<file path="config.mk">
export PLATFORM = sky130hd
export DESIGN_NAME = mm_round_controller
export DESIGN_NICKNAME = d
export VERILOG_FILES = /design/src/rtl/mm_pkg.sv /design/src/rtl/mm_lfsr16.sv /design/src/rtl/mm_round_controller.sv
export SDC_FILE = /design/constraint.sdc
export NUM_CORES = 1
export LEC_CHECK = 0
export ABC_AREA = 1
export CAP_MARGIN = 10
export CORE_MARGIN = 2
export CORE_UTILIZATION = 40
export DETAILED_ROUTE_END_ITERATION = 7
export REMOVE_ABC_BUFFERS = 1
export SLEW_MARGIN = 10
export SYNTH_ARGS = -nofsm -noshare
export SYNTH_HDL_FRONTEND = slang
export SYNTH_SLANG_ARGS = --single-unit
</file>
<file path="constraint.sdc">
create_clock -name CLK -period 3.23 [get_ports CLK]
set_clock_uncertainty 0.1 [all_clocks]
set_input_delay 0.8075 -clock CLK [delete_from_list [all_inputs] [get_ports CLK]]
set_output_delay 0.8075 -clock CLK [all_outputs]
set_load 0.01 [all_outputs]
</file>
<file path="src/rtl/mm_pkg.sv">
// Shared types and constants for the Mastermind round controller.
package mm_pkg;

    typedef enum logic [2:0] {
        IDLE        = 3'd0,
        EDIT        = 3'd1,
        SCORE_EXACT = 3'd2,
        SCORE_COLOR = 3'd3,
        RESULT      = 3'd4,
        WON         = 3'd5,
        LOST        = 3'd6
    } state_t;

    // Widest peg the controller supports (8 colours).
    localparam int unsigned PEG_MAX_W = 3;
    typedef logic [PEG_MAX_W-1:0] peg_t;

    // Fibonacci LFSR: seed and feedback taps 16,14,13,11 (bits 15,13,12,10).
    localparam logic [15:0] LFSR_SEED = 16'hACE1;
    localparam logic [15:0] LFSR_TAPS = 16'hB400;

    localparam int DEF_CODE_LEN  = 4;
    localparam int DEF_COLORS    = 6;
    localparam int DEF_MAX_TRIES = 10;

endpackage

</file>
<file path="src/rtl/mm_lfsr16.sv">
// Free-running 16-bit Fibonacci LFSR; only RST reseeds it.
module mm_lfsr16
    import mm_pkg::*;
(
    input  logic        clk,
    input  logic        rst,
    output logic [15:0] value
);

    logic feedback;

    // Feedback is the parity of the tapped bits.
    always_comb begin
        feedback = ^(value & LFSR_TAPS);
    end

    // Shift every cycle regardless of controller state.
    always_ff @(posedge clk) begin
        if (rst) begin
            value <= LFSR_SEED;
        end else begin
            value <= {value[14:0], feedback};
        end
    end

endmodule

</file>
<file path="src/rtl/mm_round_controller.sv">
// Sequences one Mastermind round: secret latch, guess editing, scoring, result.
module mm_round_controller
    import mm_pkg::*;
#(
    parameter int CODE_LEN  = DEF_CODE_LEN,
    parameter int COLORS    = DEF_COLORS,
    parameter int MAX_TRIES = DEF_MAX_TRIES
) (
    input  logic                               CLK,
    input  logic                               RST,
    input  logic                               start,
    input  logic                               btn_color,
    input  logic                               btn_move,
    input  logic                               btn_submit,
    input  logic                               dbg_secret_we,
    input  logic [CODE_LEN*$clog2(COLORS)-1:0] dbg_secret,
    output logic [2:0]                         state,
    output logic [CODE_LEN*$clog2(COLORS)-1:0] guess,
    output logic [2:0]                         cursor,
    output logic [3:0]                         tries,
    output logic [2:0]                         black,
    output logic [2:0]                         white,
    output logic                               result_valid,
    output logic                               won,
    output logic                               lost
);

    localparam int          CW = $clog2(COLORS);
    localparam int          GW = CODE_LEN * CW;
    localparam int unsigned HN = 1 << CW;

    state_t          cur, nxt;
    logic [15:0]     lfsr;
    logic [GW-1:0]   secret;
    logic [GW-1:0]   fresh;
    logic [2:0]      step;
    logic [2:0]      acc;
    logic [2:0]      total;
    logic [2:0]      hs [HN];
    logic [2:0]      hg [HN];
    logic [CW-1:0]   edit_peg;
    logic [CW-1:0]   sec_peg;
    logic [CW-1:0]   gue_peg;
    logic [2:0]      hs_c, hg_c;
    logic            unused_lfsr_bits;

    mm_lfsr16 u_lfsr (
        .clk   (CLK),
        .rst   (RST),
        .value (lfsr)
    );

    assign unused_lfsr_bits = ^lfsr;

    function automatic logic [CW-1:0] peg_of(input logic [GW-1:0] code, input logic [2:0] idx);
        return code[idx*CW +: CW];
    endfunction

    assign state = cur;
    assign won   = (cur == WON);
    assign lost  = (cur == LOST);

    // Fold each LFSR field into the colour range to form a candidate secret.
    always_comb begin
        logic [CW-1:0] raw;
        raw   = '0;
        fresh = '0;
        for (int unsigned i = 0; i < CODE_LEN; i++) begin
            raw = lfsr[CW*i +: CW];
            if ({1'b0, raw} >= (CW+1)'(COLORS)) begin
                fresh[CW*i +: CW] = raw - CW'(COLORS);
            end else begin
                fresh[CW*i +: CW] = raw;
            end
        end
    end

    // Operand selection for editing and scoring.
    always_comb begin
        edit_peg = peg_of(guess, cursor);
        sec_peg  = peg_of(secret, step);
        gue_peg  = peg_of(guess, step);
        hs_c     = hs[step[CW-1:0]];
        hg_c     = hg[step[CW-1:0]];
    end

    // Next-state logic.
    always_comb begin
        nxt = cur;
        unique case (cur)
            IDLE, WON, LOST: if (start) nxt = EDIT;
            EDIT:            if (btn_submit) nxt = SCORE_EXACT;
            SCORE_EXACT:     if (step == 3'(CODE_LEN-1)) nxt = SCORE_COLOR;
            SCORE_COLOR:     if (step == 3'(COLORS-1)) nxt = RESULT;
            RESULT: begin
                if (acc == 3'(CODE_LEN)) begin
                    nxt = WON;
                end else if (tries + 4'd1 == 4'(MAX_TRIES)) begin
                    nxt = LOST;
                end else begin
                    nxt = EDIT;
                end
            end
            default:         nxt = IDLE;
        endcase
    end

    // State register.
    always_ff @(posedge CLK) begin
        if (RST) begin
            cur <= IDLE;
        end else begin
            cur <= nxt;
        end
    end

    // Datapath: round setup, guess editing, scoring accumulators and results.
    always_ff @(posedge CLK) begin
        if (RST) begin
            secret       <= '0;
            guess        <= '0;
            cursor       <= '0;
            tries        <= '0;
            black        <= '0;
            white        <= '0;
            result_valid <= 1'b0;
            step         <= '0;
            acc          <= '0;
            total        <= '0;
            for (int unsigned c = 0; c < HN; c++) begin
                hs[c] <= '0;
                hg[c] <= '0;
            end
        end else begin
            result_valid <= 1'b0;
            case (cur)
                IDLE, WON, LOST: begin
                    if (start) begin
                        secret <= fresh;
                        guess  <= '0;
                        cursor <= '0;
                        tries  <= '0;
                        black  <= '0;
                        white  <= '0;
                    end
                end
                EDIT: begin
                    if (btn_submit) begin
                        step  <= '0;
                        acc   <= '0;
                        total <= '0;
                        for (int unsigned c = 0; c < HN; c++) begin
                            hs[c] <= '0;
                            hg[c] <= '0;
                        end
                    end else if (btn_move) begin
                        cursor <= (cursor == 3'(CODE_LEN-1)) ? '0 : cursor + 3'd1;
                    end else if (btn_color) begin
                        guess[cursor*CW +: CW] <= (edit_peg == CW'(COLORS-1)) ? '0 : edit_peg + 1'b1;
                    end
                end
                SCORE_EXACT: begin
                    if (sec_peg == gue_peg) begin
                        acc <= acc + 3'd1;
                    end
                    hs[sec_peg] <= hs[sec_peg] + 3'd1;
                    hg[gue_peg] <= hg[gue_peg] + 3'd1;
                    step <= (step == 3'(CODE_LEN-1)) ? '0 : step + 3'd1;
                end
                SCORE_COLOR: begin
                    total <= total + ((hs_c < hg_c) ? hs_c : hg_c);
                    step  <= (step == 3'(COLORS-1)) ? '0 : step + 3'd1;
                end
                RESULT: begin
                    black        <= acc;
                    white        <= total - acc;
                    result_valid <= 1'b1;
                    tries        <= tries + 4'd1;
                    if (nxt == EDIT) begin
                        cursor <= '0;
                    end
                end
                default: ;
            endcase
            // Test hook overrides the start latch but never disturbs an active score.
            if (dbg_secret_we && cur != SCORE_EXACT && cur != SCORE_COLOR) begin
                secret <= dbg_secret;
            end
        end
    end

endmodule

</file>
==> results of run 1 <==
-- flip-flops by register name, indices dropped and copies added, names as in the netlist, 4 cells and up, named ones only --
name,count
hs,24
tries,4
guess,12
u_lfsr.value,16
hg,24
secret,12
-- cell families (layout without fill, tap and decap cells) --
group,after synthesis,in the layout,synth area share
AOI/OAI and AO/OA,148,148,0.127
xor gates and xnor gates,8,8,0.0103
adders and majority gates,23,23,0.0443
buffers and inverters,141,226,0.0865
DFF,117,117,0.413
and+or+nand+nor,462,462,0.318
-- report_power, final --
group	switching (mW)	internal (mW)
sequential	0.120	1.68
clock	0.720	1.20
combinational	1.21	0.573
-- worst min path at each step --
stage / slack, ns / start / endpoint
global placement: 0.29 / u_lfsr.value[14]$_SDFF_PP0_ / u_lfsr.value[15]$_SDFF_PP1_
floorplan: 0.29 / u_lfsr.value[14]$_SDFF_PP0_ / u_lfsr.value[15]$_SDFF_PP1_
global route: 0.33 / u_lfsr.value[14]$_SDFF_PP0_ / u_lfsr.value[15]$_SDFF_PP1_
finish: 0.31 / u_lfsr.value[14]$_SDFF_PP0_ / u_lfsr.value[15]$_SDFF_PP1_
CTS: 0.31 / u_lfsr.value[14]$_SDFF_PP0_ / u_lfsr.value[15]$_SDFF_PP1_
detailed placement: 0.30 / u_lfsr.value[14]$_SDFF_PP0_ / u_lfsr.value[15]$_SDFF_PP1_
-- Yosys cell counts, drive strengths merged, types with 2 or more instances --
master / instances / share of area
and2: 4 / 0.0037
buf: 13 / 0.016
ha: 21 / 0.038
nor4: 2 / 0.0018
or2: 5 / 0.0046
inv: 113 / 0.062
clkbuf: 13 / 0.0071
nand3: 66 / 0.055
a21oi: 49 / 0.036
o211ai: 14 / 0.017
xnor2: 5 / 0.0064
a31oi: 16 / 0.015
nand4: 5 / 0.0046
nor2: 125 / 0.090
nand2: 249 / 0.15
o2111ai: 2 / 0.0051
nand3b: 2 / 0.0022
xor2: 3 / 0.0038
dfxtp: 69 / 0.20
edfxtp: 48 / 0.21
a32o: 2 / 0.0029
fa: 2 / 0.0059
nor3: 4 / 0.0029
o21ai: 58 / 0.044
clkinv: 2 / 0.0011
-- area by class of cell --
type,instances,area [um^2],area share
Sequential cell,117,2830,0.341
Tap cell,220,275,0.0332
Inverter,115,435,0.0525
Clock buffer,21,503,0.0607
Multi-Input combinational cell,641,3430,0.414
Timing Repair Buffer,78,708,0.0854
Clock inverter,11,105,0.0127
Timing Repair inverter,1,7.51,0.000906
-- critical path, cell delays in order (launching register included) --
cell      delay [ns]
dfxtp_2         0.33
buf_4           0.18
o21ai_0         0.23
nand3_1         0.13
and2_1          0.16
ha_1            0.32
a21oi_2         0.17
nand2_2         0.09
nand2_1         0.06
o21ai_1         0.06
ha_2            0.17
fa_1            0.37
xnor2_1         0.15
nand3b_1        0.16
nand2_1         0.07
nand2_1         0.05
a21oi_2         0.11
-- what timing repair did --
action                                  4_1_cts  5_1_grt
setup buffers                                 0        3
resized for setup                             0       10
endpoints found under the setup margin        0        1
-- stage by stage --
step / util / hold slack, ns / std cells / TNS, ns / total power [mW]
2_1_floorplan: - / 0.289 / 873 / -0.581 / 3.02
3_3_place_gp: 0.459 / 0.291 / 1168 / 0 / 3.58
3_5_place_dp: 0.459 / 0.298 / 1168 / 0 / 3.58
4_1_cts: 0.495 / 0.313 / 1200 / 0 / 5.52
5_1_grt: 0.498 / 0.330 / 1204 / 0 / 5.87
6_report: 0.498 / 0.313 / 1204 / 0 / 5.51
-- layer usage --
layer / up-vias / routed length, um / GRT usage
li1: 3080 / - / -
met1: 2715 / 8400 / 0.279
met2: 169 / 7370 / 0.298
met4: 0 / 391 / 0.0743
met5: - / 0 / 0
met3: 31 / 890 / 0.0454
==> results.cfg, run 1 <==
[place]
place_area_um2 = 7630
buffer_ports.inserted = 49
place_hpwl_um = 12700
setup_slack_at_placement_ns = 0.171
gp_congestion = 0.908

[timing]
fmaxAchievable_ghz = 0.337
slew_headroom = 0.625
finalSetupViolations = 0
min_period_ns = 2.97
tightest_slew_ns = 0.557
layout_worst_path_cycle_share = 0.919
setup_slack_ns = 0.262
final-hold-violation-count = 0
rsz0062_at_grt = false
finalMaxSlewViolations = 0

[route]
antenna_violating_nets_post_route = 0
drt_drc_violations_left = 0
routed_wire_length_per_instance_um = 14.2
routed_via_density = 4.98
detail_route.first_pass.iterations = 5
drt-initial-drc-count = 525
finalWirelength_um = 17100
route.vias.total = 5995

[clock_network]
postCtsHoldBufs = 0
numCtsBuffers = 17
clock-sinks = 117
clock_tree.buffer_depth = 2
cts_tree = done
root_buffer = clkbuf_16
htreeDepth = 4
worst_setup_hold_path_clk_slew_ns = 0.06
worst_skew_late_latency_ns = 0.42

[setup_path]
worst_setup_path_end_kind = flop
r2r_end = total[2]$_SDFFE_PP0P_
r2r_slack_ns = 0.26
critical_path_required_ns = 3.48
worst_setup_ep = total[2]$_SDFFE_PP0P_
reg2regPathDepth = 16
critical_path.startpoint_type = flop
worstPathArrival_ns = 3.22
path_class = flop to flop
cp_max_fo = 14

[synthesis]
postSynthAreaPerCell_um2 = 7.60
ys.flop_type = dfxtp_1
synthesis.yosys.warnings = 0
synthCells = 899
async_reset_ff_frac = 0
share_of_the_yosys_chip_area_belonging_to_registers = 0.413
synth.lib_cells_used.distinct = 47
synth-edff-count = 48
mappedNetlistArea_um2 = 6830
synth_seq_cells = 117

[run_status]
result_of_the_run = complete, no violations

[finish]
final_cell_mix = 225 x nand2_1, 104 x inv_1, 93 x nor2_1, 67 x dfxtp_1, 57 x nand3_1
design.final.nets = 1013
drive_above_1_share = 0.153
antenna-diode-count = 0
num-fill-cells = 1666
areaGrowthSynthToFinish_pct = 21.4
non_filler_cell_area_final_um2 = 8290
mostFrequentLayoutCell = nand2_1

[run]
max_cap_viol_count = 0

[grt]
grtUsageTotal = 0.198
global_route_wire_length_before_repair_um = 28400
maximum_number_of_pins_on_one_net_before_global_route_repair = 32
vias_in_the_first_global_route = 5763
grt_remaining_overflow = 0
grt_antenna_before_repair = 0

[floorplanning]
die_x_extent_um = 135
die_height_um = 135
standard_cell_core_area_um2 = 16600
die_area_um2 = 18100
pin_count = 50
std_cell_rows = 47
initial_core_utilization = 0.410

[worst_hold_path]
timing.hold.worst_path_depth = 1
worst_hold_path_type = flop to flop

[pwr]
power_per_cell_area_nw_per_um2 = 664
worst_ir_drop_vdd_mv = 0.440
p_leak_nw = 3.53
No activity file was read; power rests on OpenSTA's default activity.
==> inputs of run 2 (changes only) <==
--- a/config.mk
+++ b/config.mk
@@ -10,6 +10,7 @@
 export CORE_MARGIN = 2
 export CORE_UTILIZATION = 40
 export DETAILED_ROUTE_END_ITERATION = 7
+export PLACE_DENSITY = 0.69
 export REMOVE_ABC_BUFFERS = 1
 export SLEW_MARGIN = 10
 export SYNTH_ARGS = -nofsm -noshare
==> results.cfg, run 2 (synthesized netlist as in run 1, its figures left out) <==
[run_status]
result_of_the_run = complete, no violations

[clock_network]
root_buffer = clkbuf_16
clock-sinks = 117
htreeDepth = 4
numCtsBuffers = 17
cts_tree = done
postCtsHoldBufs = 0
worst_setup_hold_path_clk_slew_ns = 0.06
worst_skew_late_latency_ns = 0.43
clock_tree.buffer_depth = 2

[pwr]
worst_ir_drop_vdd_mv = 0.428
p_leak_nw = 3.48
power_per_cell_area_nw_per_um2 = 663

[finish]
areaGrowthSynthToFinish_pct = 20.6
layout_top_registers = hg (24), hs (24), u_lfsr.value (16)
num-fill-cells = 1600
drive_above_1_share = 0.148
final_cell_mix = 225 x nand2_1, 104 x inv_1, 93 x nor2_1, 67 x dfxtp_1, 57 x nand3_1
mostFrequentLayoutCell = nand2_1
non_filler_cell_area_final_um2 = 8240
design.final.nets = 1007
antenna-diode-count = 0

[route]
wl_met2_um = 7480
route.vias.total = 6053
routed_wire_length_per_instance_um = 13.9
top_signal_layer_used = met4
routed_via_density = 5.05
finalWirelength_um = 16700
wl_met1_um = 7810
drt-initial-drc-count = 594
detail_route.first_pass.iterations = 5
drt_drc_violations_left = 0
antenna_violating_nets_post_route = 0
met3WireLength_um = 990

[timing]
finalMaxSlewViolations = 0
finalSetupViolations = 0
slew_headroom = 0.549
final-hold-violation-count = 0
min_period_ns = 3.04
tns_ns = 0
layout_worst_path_cycle_share = 0.942
fmaxAchievable_ghz = 0.329
tightest_slew_ns = 0.676

[run]
max_cap_viol_count = 0

[setup_path]
path_delay_family = adder cells
path_class = flop to flop
critical_path.startpoint_type = flop
worst_setup_ep = total[2]$_SDFFE_PP0P_
reg2regPathDepth = 17
critical_path.cell_chain = clkinvlp_4, buf_4, a21oi_1, o21ai_0, a31oi_1, ha_1, nand3_1, nand2_2, nand2_1, o21ai_0, ha_1, fa_1, xnor2_1, nand3b_1, nand2_1, nand2_1, a21oi_2
crit_path_buf_inv_count = 2
critical_path_required_ns = 3.50
r2r_end = total[2]$_SDFFE_PP0P_
critical-path-top-cell-by-count = nand2_1
worstPathArrival_ns = 3.31
critPathMaxStageDelay_ns = 0.39
cp_max_fo = 6
r2r_slack_ns = 0.19
cp.depth = 17
worst_path_max_delay_cell = dfxtp_4
worst_setup_path_end_kind = flop

[grt]
vias_in_the_first_global_route = 5620
maximum_number_of_pins_on_one_net_before_global_route_repair = 30
grt_antenna_before_repair = 0
grt_remaining_overflow = 0
global_route_wire_length_before_repair_um = 27500
grtUsageTotal = 0.192

[floorplanning]
pin_count = 50
die_height_um = 135
std_cell_rows = 47
standard_cell_core_area_um2 = 16600
initial_core_utilization = 0.410
die_x_extent_um = 135
die_area_um2 = 18100

[place]
gp_congestion = 0.928
buffer_ports.inserted = 49
place_area_um2 = 7570
place_hpwl_um = 12200

[worst_hold_path]
worst_hold_path_type = flop to flop
-- run 2: cell types whose count changed in the layout (fill, tap and decap cells not counted), sizes merged --
cell / before / now
inv: 121 / 124
buf: 29 / 22
clkbuf: 21 / 17
clkinvlp: 3 / 5
-- run 2: where the power goes --
group,switching [mW],internal [mW]
registers,0.108,1.68
clock network,0.773,1.09
logic,1.21,0.592
-- run 2: worst min-delay path by stage --
stage	start	endpoint	cells past startpoint
after floorplan	u_lfsr.value[14]$_SDFF_PP0_	u_lfsr.value[15]$_SDFF_PP1_	1
after global placement	u_lfsr.value[14]$_SDFF_PP0_	u_lfsr.value[15]$_SDFF_PP1_	1
after detailed placement	u_lfsr.value[14]$_SDFF_PP0_	u_lfsr.value[15]$_SDFF_PP1_	1
after CTS	u_lfsr.value[14]$_SDFF_PP0_	u_lfsr.value[15]$_SDFF_PP1_	1
after global routing	u_lfsr.value[14]$_SDFF_PP0_	u_lfsr.value[15]$_SDFF_PP1_	1
final	u_lfsr.value[14]$_SDFF_PP0_	u_lfsr.value[15]$_SDFF_PP1_	1
-- run 2: worst register-to-register path, cell delays in order, from the launching register on --
cell and delay (ns):
dfxtp_4 0.39, clkinvlp_4 0.15, buf_4 0.17, a21oi_1 0.16, o21ai_0 0.11, a31oi_1 0.24
ha_1 0.27, nand3_1 0.10, nand2_2 0.07, nand2_1 0.06, o21ai_0 0.08, ha_1 0.20
fa_1 0.37, xnor2_1 0.14, nand3b_1 0.15, nand2_1 0.06, nand2_1 0.06, a21oi_2 0.11
-- run 2: per-stage QoR --
stage                     setup WS, ns   util  instances  hold WS [ns]  power, mW
after global routing           -0.0872  0.495       1198         0.336       5.79
after floorplan                 -0.398      -        873         0.289       3.02
after detailed placement        0.0814  0.455       1160         0.299       3.54
after global placement           0.208  0.455       1160         0.292       3.52
final                            0.186  0.495       1198         0.310       5.46
after CTS                       0.0663  0.490       1192         0.314       5.41
-- run 2: cell type report --
cell class                      count  area (um^2)  area share
Timing Repair inverter              2         15.0     0.00182
Timing Repair Buffer               71          668      0.0811
Inverter                          115          439      0.0533
Sequential cell                   117         2830       0.344
Tap cell                          220          275      0.0334
Clock inverter                     15          156      0.0190
Multi-Input combinational cell    641         3430       0.416
Clock buffer                       17          425      0.0516
-- run 2: what timing repair did --
action / in CTS / in global routing
endpoints found under the hold margin: 0 / 0
buffers inserted: 0 / 4
endpoints found under the setup margin: 0 / 2
resized for setup: 0 / 14
-- run 2: metal layers --
metal | track usage | vias up
met3 | 0.0447 | 37
met4 | 0.0772 | 0
met5 | 0 | -
li1 | - | 3077
met2 | 0.292 | 190
met1 | 0.264 | 2749
